### src/rtl/snake_dir_ctrl_if.sv
// Handshake bundle between the edge-detect stage, snake_dir_ctrl and the body/position logic.
// Optional drop_cnt exists only when SNAKE_DIR_STATS_EN is defined.
interface snake_dir_ctrl_if;
    logic [3:0] direction_i;
    logic       move_tick_i;
    logic       game_en_i;
    logic       badColl_i;
    logic [3:0] heading;
    logic       turn_o;
    logic       reject_o;
    logic [2:0] queue_cnt;
    logic       dead_o;
`ifdef SNAKE_DIR_STATS_EN
    logic [7:0] drop_cnt;
`endif

    modport master (
        output direction_i, move_tick_i, game_en_i, badColl_i,
`ifdef SNAKE_DIR_STATS_EN
        input  drop_cnt,
`endif
        input  heading, turn_o, reject_o, queue_cnt, dead_o
    );

    modport slave (
        input  direction_i, move_tick_i, game_en_i, badColl_i,
`ifdef SNAKE_DIR_STATS_EN
        output drop_cnt,
`endif
        output heading, turn_o, reject_o, queue_cnt, dead_o
    );
endinterface

### src/rtl/snake_dir_ctrl.sv
// Snake heading control: queues legal turn requests and commits one per move tick; 1-cycle registered latency.
// No backpressure: requests arriving on a full queue are dropped with reject_o. SNAKE_DIR_STATS_EN adds drop_cnt.
module snake_dir_ctrl #(
    parameter int         QUEUE_DEPTH = 2,
    parameter logic [3:0] INIT_DIR    = 4'b0001
) (
    input  logic             clk,
    input  logic             rst,
    snake_dir_ctrl_if.slave  bus
);
    typedef enum logic [1:0] {IDLE, RUN, DEAD} state_t;

    localparam logic [1:0] PTR_LAST = 2'(QUEUE_DEPTH - 1);
    localparam logic [2:0] CNT_MAX  = 3'(QUEUE_DEPTH);

    state_t     state_q, state_d;
    logic       run_act, dead_flag;
    logic [3:0] fifo_q [4];
    logic [1:0] wr_ptr, rd_ptr, last_ptr;
    logic [2:0] cnt_q;
    logic [3:0] heading_q, ref_dir, opp_dir;
    logic       turn_q, reject_q;
    logic       req, one_hot, legal, push, pop, rej;

    function automatic logic [1:0] ptr_inc(input logic [1:0] p);
        return (p == PTR_LAST) ? 2'd0 : p + 2'd1;
    endfunction

    always_ff @(posedge clk or posedge rst) begin
        if (rst) state_q <= IDLE;
        else     state_q <= state_d;
    end

    always_comb begin
        state_d = state_q;
        unique case (state_q)
            IDLE:    if (bus.game_en_i) state_d = RUN;
            RUN:     if (!bus.game_en_i) state_d = IDLE;
                     else if (bus.badColl_i) state_d = DEAD;
            DEAD:    if (!bus.game_en_i) state_d = IDLE;
            default: state_d = IDLE;
        endcase
    end

    // A collision in the same cycle as a tick already blocks the pop here.
    always_comb begin
        run_act   = (state_q == RUN) && bus.game_en_i && !bus.badColl_i;
        dead_flag = (state_q == DEAD);
    end

    // Requests are judged against the newest queued turn, so a chain of turns stays consistent.
    always_comb begin
        last_ptr = (wr_ptr == 2'd0) ? PTR_LAST : wr_ptr - 2'd1;
        ref_dir  = (cnt_q != 3'd0) ? fifo_q[last_ptr] : heading_q;
        opp_dir  = {ref_dir[2], ref_dir[3], ref_dir[0], ref_dir[1]};
        req      = |bus.direction_i;
        one_hot  = (bus.direction_i & (bus.direction_i - 4'd1)) == 4'd0;
        legal    = req && one_hot && (bus.direction_i != ref_dir) && (bus.direction_i != opp_dir);
        pop      = run_act && bus.move_tick_i && (cnt_q != 3'd0);
        push     = run_act && legal && ((cnt_q < CNT_MAX) || pop);
        rej      = run_act && req && !push;
    end

    always_ff @(posedge clk) begin
        if (push) fifo_q[wr_ptr] <= bus.direction_i;
    end

    always_ff @(posedge clk or posedge rst) begin
        if (rst) begin
            heading_q <= INIT_DIR;
            turn_q    <= 1'b0;
            reject_q  <= 1'b0;
            wr_ptr    <= 2'd0;
            rd_ptr    <= 2'd0;
            cnt_q     <= 3'd0;
        end else begin
            turn_q   <= pop;
            reject_q <= rej;
            if (!run_act) begin
                wr_ptr <= 2'd0;
                rd_ptr <= 2'd0;
                cnt_q  <= 3'd0;
            end else begin
                if (push) wr_ptr <= ptr_inc(wr_ptr);
                if (pop) begin
                    heading_q <= fifo_q[rd_ptr];
                    rd_ptr    <= ptr_inc(rd_ptr);
                end
                case ({push, pop})
                    2'b10:   cnt_q <= cnt_q + 3'd1;
                    2'b01:   cnt_q <= cnt_q - 3'd1;
                    default: cnt_q <= cnt_q;
                endcase
            end
        end
    end

`ifdef SNAKE_DIR_STATS_EN
    logic [7:0] drop_q;

    always_ff @(posedge clk or posedge rst) begin
        if (rst) begin
            drop_q <= 8'd0;
        end else if ((state_q == IDLE) || !bus.game_en_i) begin
            drop_q <= 8'd0;
        end else if (reject_q && (drop_q != 8'hFF)) begin
            drop_q <= drop_q + 8'd1;
        end
    end

    assign bus.drop_cnt = drop_q;
`endif

    assign bus.heading   = heading_q;
    assign bus.turn_o    = turn_q;
    assign bus.reject_o  = reject_q;
    assign bus.queue_cnt = cnt_q;
    assign bus.dead_o    = dead_flag;
endmodule
### src/flat_wrapper.sv
// flat-port wrapper written by rule: the top's interface ports become plain ports
module snake_dir_ctrl_flat 
#(
    parameter int         QUEUE_DEPTH = 2,
    parameter logic [3:0] INIT_DIR    = 4'b0001
)
  (clk, rst, bus_direction_i, bus_move_tick_i, bus_game_en_i, bus_badColl_i, bus_heading, bus_turn_o, bus_reject_o, bus_queue_cnt, bus_dead_o);
  snake_dir_ctrl_if bus_i ();
  input  logic clk;
  input  logic rst;
  input wire logic [$bits(bus_i.direction_i)-1:0] bus_direction_i;
  input wire logic [$bits(bus_i.move_tick_i)-1:0] bus_move_tick_i;
  input wire logic [$bits(bus_i.game_en_i)-1:0] bus_game_en_i;
  input wire logic [$bits(bus_i.badColl_i)-1:0] bus_badColl_i;
  output wire logic [$bits(bus_i.heading)-1:0] bus_heading;
  output wire logic [$bits(bus_i.turn_o)-1:0] bus_turn_o;
  output wire logic [$bits(bus_i.reject_o)-1:0] bus_reject_o;
  output wire logic [$bits(bus_i.queue_cnt)-1:0] bus_queue_cnt;
  output wire logic [$bits(bus_i.dead_o)-1:0] bus_dead_o;
  assign bus_i.direction_i = bus_direction_i;
  assign bus_i.move_tick_i = bus_move_tick_i;
  assign bus_i.game_en_i = bus_game_en_i;
  assign bus_i.badColl_i = bus_badColl_i;
  assign bus_heading = bus_i.heading;
  assign bus_turn_o = bus_i.turn_o;
  assign bus_reject_o = bus_i.reject_o;
  assign bus_queue_cnt = bus_i.queue_cnt;
  assign bus_dead_o = bus_i.dead_o;
  snake_dir_ctrl #(.QUEUE_DEPTH(QUEUE_DEPTH), .INIT_DIR(INIT_DIR)) u_core (.clk(clk), .rst(rst), .bus(bus_i));
endmodule
### config.mk
export PLATFORM = sky130hd
export DESIGN_NAME = snake_dir_ctrl_flat
export DESIGN_NICKNAME = d
export VERILOG_FILES = /design/src/rtl/snake_dir_ctrl_if.sv /design/src/rtl/snake_dir_ctrl.sv /design/src/flat_wrapper.sv
export SDC_FILE = /design/constraint.sdc
export NUM_CORES = 1
export LEC_CHECK = 0
export CAP_MARGIN = 20
export CELL_PAD_IN_SITES_DETAIL_PLACEMENT = 0
export CELL_PAD_IN_SITES_GLOBAL_PLACEMENT = 1
export CORE_AREA = 5 5 68 70
export DETAILED_ROUTE_END_ITERATION = 8
export DIE_AREA = 0 0 73 75
export PLACE_DENSITY_LB_ADDON = 0.1
export RECOVER_POWER = 50
export SLEW_MARGIN = 10
export SYNTH_ARGS = -nofsm -noshare
export SYNTH_HDL_FRONTEND = slang
export SYNTH_SLANG_ARGS = --single-unit
### constraint.sdc
create_clock -name clk -period 5.98 [get_ports clk]
set_input_delay 1.794 -clock clk [delete_from_list [all_inputs] [get_ports clk]]
set_output_delay 1.794 -clock clk [all_outputs]
set_load 0.005 [all_outputs]
==> metrics.txt <==
layout cell share with drive strength beyond 1 0.208; standard-cell row count 23; design area 0.00206 sq mm; post-cts resize count 0; n_diodes 0; die area 0.00548 sq mm; Area Overhead vs Synth 13.0%; CP max stage delay 830 ps; Most common cell on crit path a31oi_1; Setup Fix Bufs, Post-CTS 0; hold buffer count at CTS 0; setup TNS 0 ps; CTS Buffer Depth 2; largest net degree at the start of global routing 18; # setup viols final 0; GRT Overall Usage 0.153; commonest cells after routing, fill and taps aside 16 x edfxtp_1, 14 x dfrtp_1, 12 x nor2_1; clk sinks 31; Initial Util 0.466; largest family of logic cells by synthesized area simple AND/OR/NAND/NOR gates; via count between 1000 and 1500; initial antenna violation count 0; RSZ-0062 raised after global routing false; vias in the first global route 1219; Nets ~180; DP Worst Slack between 1000 and 1500 ps; number of synthesized register bits 31; clock network fraction of total power 0.383; initial DRC count between 70 and 80; TritonCTS Buffers 5; Chip Height around 75 microns; total grt overflow 0; Final Hold Fails 0; CP max stage cell dlygate4sd3_1; XOR/XNOR Fraction of Synth Area 0.0384; Top-Level Pins 19; post-DP HPWL between 2000 and 3000 microns; PD cells a little over 200 mW/mm^2; measured slew at the worst slew-check pin ~580 ps; number of synthesized flops with an enable pin 16; htree depth 2; Synth Area in Compound Gates 0.149; dpl cells between 200 and 250; Slew headroom 0.612; Post-Synth Adder-Cell Area 0.0110; count of different cell masters after synthesis 60; critical setup path kind input port to flip-flop; Reg clk slew, reported paths around 60 ps; CP endpoint kind flip-flop; Pleak between 0.7 and 0.8 nW; DR pass1 iterations 4; FFs w/ async S/R, synth 0.484; syn nets ~160; Seq pwr share 0.545; Final Worst Setup Slack roughly 1500 ps; Routed Antenna Nets 0; Top FF cell, synth edfxtp_1; worst vdd ir ~0.14 mV; internal power roughly 0.00032 W; Post-route DRC 0; Fin Clk Skew 2.62 ps; FMAX approximately 0.22 GHz; max-cap violations 0; CTS tree yes; critical path peak fanout 13; YS warnings 0; I/O Buffers 18; Placed Area 0.00198 sq mm; Synth Instances between 150 and 200; Critical Path AT 4680 ps; average routed wire per standard cell 17.5 microns; multiplexer area fraction after synthesis 0.107; first-pass GRT wire length just over 6000 microns; min cycle time layout 4500 ps; switching portion of total power 0.233; combinational power share 0.071; non-filler cells, final about 220; Cell Chain, Critical Path dlygate4sd3_1, xnor2_1, a31oi_1, a31oi_1, o2111ai_1, o211ai_2, nand2_1, fa_1, nand3_1, mux2i_1, a311oi_1; Core Footprint between 0.003 and 0.004 sq mm; outcome completed; fin crit share 0.752; Clock Latency Late Sink ~280 ps; Worst Path Required about 6200 ps; vias per cell about 5.7; switching pwr 0.0000978 W; Critical Path Source Type input port; hold crit path type flip-flop to flip-flop; chip width 73 microns; Netlist Area Pre-Place approximately 0.0018 sq mm; Routed WL 3830 microns; register area share after synthesis 0.469; commonest non-fill, non-tap cell in the layout edfxtp_1; Final GP Congestion 0.859; synthesized area per cell 12.1 sq um; simple-gate share of the synthesized area 0.159; Final Max Slew Viols 0; root buf cell clkbuf_8
-- synthesized netlist by cell type, types with 2 or more instances --
library cell,count,area share
edfxtp_1,16,0.26
dfrtp_1,14,0.19
nor2_1,12,0.025
nand2_1,8,0.016
xnor2_1,7,0.034
mux2i_1,6,0.033
clkbuf_8,4,0.030
inv_1,4,0.0082
mux2_2,4,0.025
mux4_2,4,0.049
nor4_1,4,0.014
a31oi_1,3,0.010
and2_2,3,0.012
a21oi_1,2,0.0055
a311oi_1,2,0.0096
and3_2,2,0.0082
buf_4,2,0.0082
buf_6,2,0.012
clkbuf_1,2,0.0041
nand2b_1,2,0.0069
nand3_1,2,0.0055
nor3_1,2,0.0055
o2111ai_1,2,0.0096
o211ai_1,2,0.0082
o21a_1,2,0.0082
o21bai_1,2,0.0082
or2b_2,2,0.0096
or3_1,2,0.0069
-- layout make-up --
cell class	count	area (sq um)
Clock buffer	6	72.6
Clock inverter	2	12.5
Fill cell	368	1850
Inverter	4	15.0
Multi-Input combinational cell	105	848
Sequential cell	31	857
Tap cell	50	62.6
Timing Repair Buffer	20	195
-- metal layers --
layer	wire (microns)	global-route usage
met1	1690	0.191
met2	1930	0.259
met4	38	0.0553
met3	169	0.0360
met5	0	0
-- worst paths after layout --
path	from	end	slack [ps]	cells after the start
setup / recovery	bus_direction_i[0]	u_core.bus.queue_cnt[1]	1480	11
hold / removal	u_core.bus.heading[3]	u_core.bus.heading[3]	560	1
setup reg to reg	u_core.wr_ptr[0]	u_core.bus.queue_cnt[1]	2940	10
hold reg to reg	u_core.bus.heading[3]	u_core.bus.heading[3]	560	1
max in group asynchronous	rst	u_core.bus.queue_cnt[2]	3600	2
min in group asynchronous	rst	u_core.rd_ptr[1]	2000	2
-- through the flow --
| stage | power [W] | hold slack [ps] | utilization |
|---|---|---|---|
| detailed placement | 0.000264 | 543 | 0.505 |
| floorplan | 0.000254 | 520 | - |
| global route | 0.000436 | 584 | 0.527 |
| global placement | 0.000263 | 529 | 0.505 |
| finish | 0.000419 | 563 | 0.527 |
| CTS | 0.000423 | 561 | 0.527 |
-- power by group through the flow --
stage	clock network (W)	registers (W)	logic, W
2_1_floorplan	0	0.000233	0.0000211
3_3_place_gp	0	0.000233	0.0000306
3_5_place_dp	0	0.000233	0.0000310
4_1_cts	0.000163	0.000229	0.0000311
5_1_grt	0.000174	0.000229	0.0000327
6_report	0.000161	0.000229	0.0000299
-- worst max-delay path, delay by kind of cell --
| kind | cells | cell delay (ps) |
|---|---|---|
| AND/OR/NAND/NOR | 2 | 230 |
| adder cells (fa/ha/maj) | 1 | 470 |
| AO/OA/AOI/OAI | 5 | 1100 |
| XOR/XNOR | 1 | 170 |
| multiplexers | 1 | 80 |
| buffers and inverters | 1 | 830 |
-- flip-flops by register name (all words and copies together), names as in the netlist --
name and count:
u_core.fifo_q 16, u_core.bus.heading 4, u_core.bus.queue_cnt 3, u_core.rd_ptr 2, u_core.state_q 2, u_core.wr_ptr 2
u_core.bus.reject_o 1, u_core.bus.turn_o 1
-- cells by family (layout without fill, tap and decap cells) --
family | count (synthesis) | count (layout)
AOI/OAI and AO/OA | 32 | 32
xor gates and xnor gates | 8 | 8
adders and majority gates | 1 | 1
buffers and inverters | 15 | 32
DFF | 31 | 31
muxes | 14 | 14
and+or+nand+nor | 50 | 50
Power figures use the tool's default switching activity.
